<file path="config.mk">
export PLATFORM = sky130hd
export DESIGN_NAME = spi_flash_arbiter
export DESIGN_NICKNAME = d
export VERILOG_FILES = /design/src/rtl/spi_flash_arbiter.sv
export SDC_FILE = /design/constraint.sdc
export NUM_CORES = 1
export LEC_CHECK = 0
export CORE_MARGIN = 2
export CORE_UTILIZATION = 44
export CTS_BUF_LIST = sky130_fd_sc_hd__clkbuf_16
export DETAILED_ROUTE_END_ITERATION = 6
export PLACE_DENSITY_LB_ADDON = 0.15
export SLEW_MARGIN = 20
export SYNTH_ARGS = -nofsm -noshare
export SYNTH_HDL_FRONTEND = slang
export SYNTH_SLANG_ARGS = --single-unit
</file>
<file path="constraint.sdc">
create_clock -name clk -period 2.15 [get_ports clk]
set_input_delay 0.3225 -clock clk [delete_from_list [all_inputs] [get_ports clk]]
set_output_delay 0.3225 -clock clk [all_outputs]
set_load 0.005 [all_outputs]
</file>
<file path="src/rtl/spi_flash_arbiter.sv">
// Arbitrates two requesters onto one SPI byte engine and one flash chip select.
// Round-robin grant per transaction, registered strobe forwarding, guaranteed
// chip-select high time between transactions, protocol-error pulse on bad strobes.
//
// Ports:
//   clk, rst                 clock, synchronous active-high reset
//   req0_i/req1_i            requester holds high for a whole transaction
//   gnt0_o/gnt1_o            requester owns engine and chip select
//   send*_i/recv*_i/din*_i   per-requester byte strobes and transmit data
//   ready0_o/ready1_o        owner may issue the next strobe; dout_o valid
//   dout_o                   received byte (pass-through of eng_dout_i)
//   eng_send_o/eng_recv_o    registered strobes to the byte engine
//   eng_din_o                byte to the engine
//   eng_dout_i, eng_ready_i  byte from the engine, engine idle
//   spi_cs_o                 flash chip select, active-low, registered
//   proto_err_o              one-cycle pulse on an illegal owner strobe
module spi_flash_arbiter #(
  parameter int unsigned GAP_CYCLES = 4
) (
  input  logic       clk,
  input  logic       rst,
  input  logic       req0_i,
  input  logic       req1_i,
  output logic       gnt0_o,
  output logic       gnt1_o,
  input  logic       send0_i,
  input  logic       send1_i,
  input  logic       recv0_i,
  input  logic       recv1_i,
  input  logic [7:0] din0_i,
  input  logic [7:0] din1_i,
  output logic       ready0_o,
  output logic       ready1_o,
  output logic [7:0] dout_o,
  output logic       eng_send_o,
  output logic       eng_recv_o,
  output logic [7:0] eng_din_o,
  input  logic [7:0] eng_dout_i,
  input  logic       eng_ready_i,
  output logic       spi_cs_o,
  output logic       proto_err_o
);

  typedef enum logic [2:0] {StIdle, StSetup, StActive, StDrain, StGap} state_e;

  // Power-up values match the reset values.
  state_e      state_q    = StIdle;
  logic        owner_q    = 1'b0;
  logic        last_q     = 1'b1;
  logic [1:0]  gnt_q      = 2'b00;
  logic        cs_q       = 1'b1;
  logic        eng_send_q = 1'b0;
  logic        eng_recv_q = 1'b0;
  logic [7:0]  eng_din_q  = 8'h00;
  logic        perr_q     = 1'b0;
  logic [7:0]  gap_q      = 8'h00;
  logic        issued_q   = 1'b0;

  state_e      state_d;
  logic        owner_d, last_d, cs_d, eng_send_d, eng_recv_d, perr_d, issued_d;
  logic [1:0]  gnt_d;
  logic [7:0]  eng_din_d, gap_d;

  logic        own_req, own_send, own_recv, in_flight, ready_own, pick;
  logic [7:0]  own_din;

  assign own_req  = owner_q ? req1_i  : req0_i;
  assign own_send = owner_q ? send1_i : send0_i;
  assign own_recv = owner_q ? recv1_i : recv0_i;
  assign own_din  = owner_q ? din1_i  : din0_i;

  // A strobe is "in flight" while the engine strobe is out and for one cycle
  // after, covering the engine's latency in dropping eng_ready_i.
  assign in_flight = eng_send_q | eng_recv_q | issued_q;
  assign ready_own = (state_q == StActive) && eng_ready_i && !in_flight;

  // Tie goes to the requester not granted last; a lone request always wins.
  assign pick = (req0_i && req1_i) ? ~last_q : req1_i;

  always_comb begin
    state_d    = state_q;
    owner_d    = owner_q;
    last_d     = last_q;
    gnt_d      = gnt_q;
    cs_d       = cs_q;
    eng_send_d = 1'b0;
    eng_recv_d = 1'b0;
    eng_din_d  = eng_din_q;
    perr_d     = 1'b0;
    gap_d      = gap_q;
    issued_d   = eng_send_q | eng_recv_q;

    case (state_q)
      StIdle: begin
        if (req0_i || req1_i) begin
          owner_d = pick;
          last_d  = pick;
          cs_d    = 1'b0;
          state_d = StSetup;
        end
      end
      StSetup: begin
        gnt_d   = owner_q ? 2'b10 : 2'b01;
        state_d = StActive;
      end
      StActive: begin
        if (own_send || own_recv) begin
          if (!ready_own) begin
            perr_d = 1'b1;
          end else if (own_send) begin
            eng_send_d = 1'b1;
            eng_din_d  = own_din;
            perr_d     = own_recv;  // simultaneous recv is dropped
          end else begin
            eng_recv_d = 1'b1;
          end
        end
        if (!own_req) begin
          if (ready_own && !own_send && !own_recv) begin
            cs_d    = 1'b1;
            gnt_d   = 2'b00;
            gap_d   = 8'(GAP_CYCLES);
            state_d = StGap;
          end else begin
            state_d = StDrain;
          end
        end
      end
      StDrain: begin
        if (eng_ready_i && !in_flight) begin
          cs_d    = 1'b1;
          gnt_d   = 2'b00;
          gap_d   = 8'(GAP_CYCLES);
          state_d = StGap;
        end
      end
      StGap: begin
        gap_d = gap_q - 8'd1;
        if (gap_q <= 8'd1) state_d = StIdle;
      end
      default: state_d = StIdle;
    endcase
  end

  always_ff @(posedge clk) begin
    if (rst) begin
      state_q    <= StIdle;
      owner_q    <= 1'b0;
      last_q     <= 1'b1;
      gnt_q      <= 2'b00;
      cs_q       <= 1'b1;
      eng_send_q <= 1'b0;
      eng_recv_q <= 1'b0;
      eng_din_q  <= 8'h00;
      perr_q     <= 1'b0;
      gap_q      <= 8'h00;
      issued_q   <= 1'b0;
    end else begin
      state_q    <= state_d;
      owner_q    <= owner_d;
      last_q     <= last_d;
      gnt_q      <= gnt_d;
      cs_q       <= cs_d;
      eng_send_q <= eng_send_d;
      eng_recv_q <= eng_recv_d;
      eng_din_q  <= eng_din_d;
      perr_q     <= perr_d;
      gap_q      <= gap_d;
      issued_q   <= issued_d;
    end
  end

  assign gnt0_o      = gnt_q[0];
  assign gnt1_o      = gnt_q[1];
  assign ready0_o    = ready_own && !owner_q;
  assign ready1_o    = ready_own && owner_q;
  assign dout_o      = eng_dout_i;
  assign eng_send_o  = eng_send_q;
  assign eng_recv_o  = eng_recv_q;
  assign eng_din_o   = eng_din_q;
  assign spi_cs_o    = cs_q;
  assign proto_err_o = perr_q;

endmodule
</file>
## Yosys cells after proc, flatten, opt, wreduce, memory -nomap -nowiden

Cells that the tools add are included.

| storage, ports and cells | value |
|---|---|
| register bits after elaboration | 28 |
| output and inout port bits | 24 |
| input port bits | 33 |

| operators by class | value |
|---|---|
| multiplexer cells | 29 |
| bitwise gates (word level) | 6 |
| reduce and logical (&&, ||, !) cells | 26 |
| equality and inequality tests | 9 |
| $lt $le $gt $ge | 1 |
| $add $sub $neg | 1 |

Operators with widths:

| cell | number |
|---|---|
| $mux W8 | 4 |
| $pmux W8 S3 | 1 |
| $reduce_and A4 Y1 | 4 |
| $mux W3 | 5 |
| $pmux W3 S5 | 1 |
| $mux W1 | 12 |
| $reduce_bool A3 Y1 | 3 |
| $le A8 B1 Y1 const B | 1 |
| $logic_and A1 B1 Y1 | 8 |
| $mux W2 | 4 |
| $ne A2 B2 Y1 const B | 4 |
| $sub A8 B1 Y8 const B | 1 |
| $eq A3 B2 Y1 const B | 2 |
| $pmux W2 S3 | 1 |
| $reduce_and A5 Y1 | 1 |
| $logic_not A1 Y1 | 4 |
| $not A1 Y1 | 4 |
| $reduce_or A4 Y1 | 1 |
| $eq A3 B1 Y1 const B | 1 |
| $eq A3 B3 Y1 const B | 1 |
| $logic_not A3 Y1 | 1 |
| $pmux W1 S3 | 1 |
| $reduce_or A3 Y1 | 1 |
| $logic_or A1 B1 Y1 | 2 |
| 3 further kinds | 4 |

## Logic depth before layout (Yosys ltp)

| depth | value |
|---|---|
| depth in word-level cells | 9 |
| mapped depth | 7 |
| gate-level depth less buffers | 7 |

## Worst setup path before layout

Ideal clock, no wire load.

| timing path | value |
|---|---|
| kind | reg-to-reg |
| from | register owner_q |
| to | register gap_q[5] |
| cell stages (with the launch flop) | 6 |
| library setup time | 0.070 ns |
| buffers on the path | 1 |
| required time | 2.080 ns |
| slack | 0.382 ns |
| arrival time | 1.698 ns |
| cells stage by stage | dfxtp_1 -> buf_2 -> mux2_2 -> and2_1 -> or4_1 -> a21oi_1 |

| between the ends | value |
|---|---|
| word-level cells in the longest chain between the ends | 6 |
| elaborated cells between the ends (all ways) | 10 |

Ends and longest elaborated chain:

| item | RTL line | source |
|---|---|---|
| from (decl) | 48 | `logic owner_q = 1'b0;` |
| from (signal assigned) | 160 | `owner_q <= owner_d;` |
| $mux W1 | 68 | `assign own_send = owner_q ? send1_i : send0_i;` |
| $logic_not A1 Y1 | 119 | `if (ready_own && !own_send && !own_recv) begin` |
| $logic_and A1 B1 Y1 (2 in series) | 119 |  |
| $ne A2 B1 Y1 (no line) | n/a |  |
| $reduce_and A4 Y1 (no line) * | n/a |  |
| to (signal assigned) | 168 | `gap_q <= gap_d;` |
| to (decl) | 56 | `logic [7:0] gap_q = 8'h00;` |

Every way passes the cells marked *; elsewhere a longest branch is shown, timed or not.
A chain may end at the register's enable or synchronous reset.

## Worst setup path in the final report

| timing path | value |
|---|---|
| from | input port eng_ready_i |
| to | output port ready1_o |

| between the ends | value |
|---|---|
| word-level cells in the longest chain between the ends | 3 |

Ends and longest elaborated chain:

| item | RTL line | source |
|---|---|---|
| from (decl) | 39 | `input logic eng_ready_i,` |
| $logic_and A1 B1 Y1 (2 in series) | 75 | `assign ready_own = (state_q == StActive) && eng_ready_i && !in_flight;` |
| $logic_and A1 B1 Y1 | 176 | `assign ready1_o = ready_own && owner_q;` |
| to (decl) | 33 | `output logic ready1_o,` |

No other way between the ends.

==> results.json <==
{
  "worst_pin_slew_ns": 0.5818,
  "syn-instance-count": 178,
  "synth.most_common_cell": "dfxtp_1",
  "max-cap-violations": 0,
  "vias": 1498,
  "cts-root-to-sink-buffers": 2,
  "critPathCaptureType": "primary output",
  "area_delta_synth_final_pct": 33.33,
  "placement.io_buffers": 40,
  "globalRoute.totalOverflow": 0,
  "grtUsageTotal_pct": 19.35,
  "h-tree-depth": 1,
  "drt_pass1_iterations": 4,
  "critPathRequiredTime_ns": 1.83,
  "dr.first_iter.drc_count": 86,
  "layout.nets": 253,
  "rsz_0062_raised_after_global_routing": "false",
  "clock_skew_ns": 0.005182,
  "ys_dominant_reg_cell": "dfxtp_1",
  "antenna_cells_inserted": 0,
  "power.leakage_nw": 0.7796,
  "cp_common_cell": "clkdlybuf4s50_1",
  "ant_nets": 0,
  "fmaxAchievable_mhz": 484.8,
  "crit_chain": "clkdlybuf4s50_1 > nor4b_4 > and3_2 > clkdlybuf4s50_1",
  "max_slew_margin_pct": 60.67,
  "finish.utilization_pct": 61.76,
  "setup_violations": 0,
  "critPathMaxStageDelay_ns": 0.49,
  "post_drt_via_cell_ratio": 5.718,
  "synth_seq_area_share_pct": 35.98,
  "layout.filler_cells": 310,
  "netlist_top_cells_count": "28 x dfxtp_1, 25 x nor2_1, 13 x a21oi_1, 11 x mux2i_1, 10 x nand2_1",
  "pin_count": 57,
  "drive_above_1_share_pct": 12.04,
  "die_area_um2": 4032,
  "critPathMaxFanout": 3,
  "synth_fp_nets": 213,
  "worst_skew_pair.late_latency_ns": 0.26,
  "final_cells": 262,
  "cts-root-buf": "clkbuf_16",
  "drt-wirelength-per-cell_um": 14.45,
  "post_synth_num_cell_types": 46,
  "grt_max_degree": 22,
  "post_synth_main_area_contributors": "dfxtp_1 36%, mux2i_1 7.1%, nor2_1 6.0%",
  "p_total_mw": 2.059,
  "worst-endpoint-arrival_ns": 1.74,
  "clock_tree_from_tritoncts": "done",
  "wl_um": 3786,
  "p_per_area_nw_per_um2": 991.6,
  "detailed_place_hpwl_um": 2930,
  "synth_warnings": 0,
  "initial_core_util_pct": 46.32,
  "synthDominantCellAreaShare_pct": 35.98,
  "tritoncts_num_sinks": 28,
  "first_global_vias": 1465,
  "place_congestion": 0.8378,
  "floorplan.die.width_um": 63.50,
  "vdd_drop_max_mv": 0.4507,
  "antenna_found_initial": 0,
  "cpMaxStageDelayCell": "clkdlybuf4s50_1",
  "cts_buffers": 3,
  "syn_avg_cell_area_um2": 8.751,
  "core_um2": 3363,
  "holdCritPathClass": "reg2reg",
  "die_h_um": 63.50,
  "setup_tns_ns": 0,
  "period_minus_slack_ns": 2.063,
  "floorplan.rows": 21,
  "yosys.area.top_type": "dfxtp_1",
  "post-route-period-util_pct": 95.94,
  "post-route-worst-setup-slack_ns": 0.08733,
  "ys_ff_latch": 28,
  "placement.setup.worst_slack_ns": -0.1347,
  "synth_async_sr_flop_share_pct": 0,
  "timing.final.max_slew_violations": 0,
  "synth-edff-count": 0,
  "final_hold_viol_count": 0,
  "drc": 0,
  "path_clk_slew_ns": 0.07,
  "outcome": "finished, final reports clean",
  "netlist_area_before_placement_um2": 1558,
  "wire_length_of_the_first_global_routing_pass_um": 6292,
  "start_kind": "primary input",
  "cts_hold_buf": 0,
  "worst-setup-path-type": "in2out",
  "cell_count_post_placement": 258
}
state kept, by name (all words and copies together) (netlist names):
| signal | cells |
|---|---|
| eng_din_o | 8 |
| eng_recv_o | 1 |
| eng_send_o | 1 |
| gap_q | 8 |
| gnt_q | 2 |
| issued_q | 1 |
| last_q | 1 |
| owner_q | 1 |
| proto_err_o | 1 |
| spi_cs_o | 1 |
| state_q | 3 |
per-layer routing:
layer / vias up / global-route usage, % / routed length [um]
li1: 724 / - / -
met1: 706 / 22.30 / 1558
met2: 61 / 33.95 / 1864
met3: 7 / 5.000 / 300
met4: 0 / 7.609 / 63
met5: - / 0 / 0
worst max-delay path, delay by kind of cell:
kind          cells  cell delay, ns
buf+inv           2            0.96
simple gates      2            0.46
logic make-up after synthesis:
logic type      Yosys count  synth area share (%)
compound gates           45                 19.84
mux                      14                 9.237
fa+ha+maj                 2                 1.606
flops                    28                 35.98
simple gates             69                 26.19
buf+inv                  20                 7.148
path summary, 6_finish.rpt:
| check | start | end | slack, ns | cells past startpoint |
|---|---|---|---|---|
| worst max register to register | state_q[1] | gap_q[6] | 0.18 | 5 |
| worst min register to register | spi_cs_o | spi_cs_o | 0.45 | 1 |
| worst max-delay path | eng_ready_i | ready1_o | 0.09 | 4 |
| worst min-delay path | spi_cs_o | spi_cs_o | 0.45 | 1 |
area by class of cell:
type	count	area (um^2)	area share [%]
clock buffer	3	75.07	3.614
inverter	4	15.01	0.7229
multi-input combinational	130	885.9	42.65
sequential	28	560.5	26.99
tap	46	57.56	2.771
timing repair buffer	51	483.0	23.25
timing repair:
action,CTS,global route
gates resized for setup,0,0
setup buffers,1,0
endpoints found under the setup margin,2,0
where the power goes:
part	switching, mW	internal, mW	total [mW]
Clock	0.166	0.247	0.413
Sequential	0.117	0.624	0.740
Combinational	0.448	0.458	0.907
per-stage QoR:
stage / area (um^2) / hold WS [ns]
after floorplan: 1558 / 0.4463
after global placement: 1994 / 0.4376
after detailed placement: 1994 / 0.4405
after CTS: 2077 / 0.4559
after global routing: 2077 / 0.4720
final: 2077 / 0.4516
cell usage in the layout (no fill, tap or decap), types with 2 or more instances in the layout:
cell / count
a211oi_1: 8
a21o_1: 3
a21oi_1: 13
a31oi_1: 3
and3_2: 3
buf_4: 11
clkbuf_16: 3
clkdlybuf4s50_1: 40
dfxtp_1: 28
ha_1: 2
inv_1: 4
mux2_2: 3
mux2i_1: 11
nand2_1: 10
nand3_1: 2
nand4_1: 2
nor2_1: 25
nor2b_1: 3
nor3_1: 4
nor3b_1: 3
nor4b_4: 2
o21ai_0: 4
o31ai_1: 3
or4_1: 5
(Power assumes the default switching activity.)
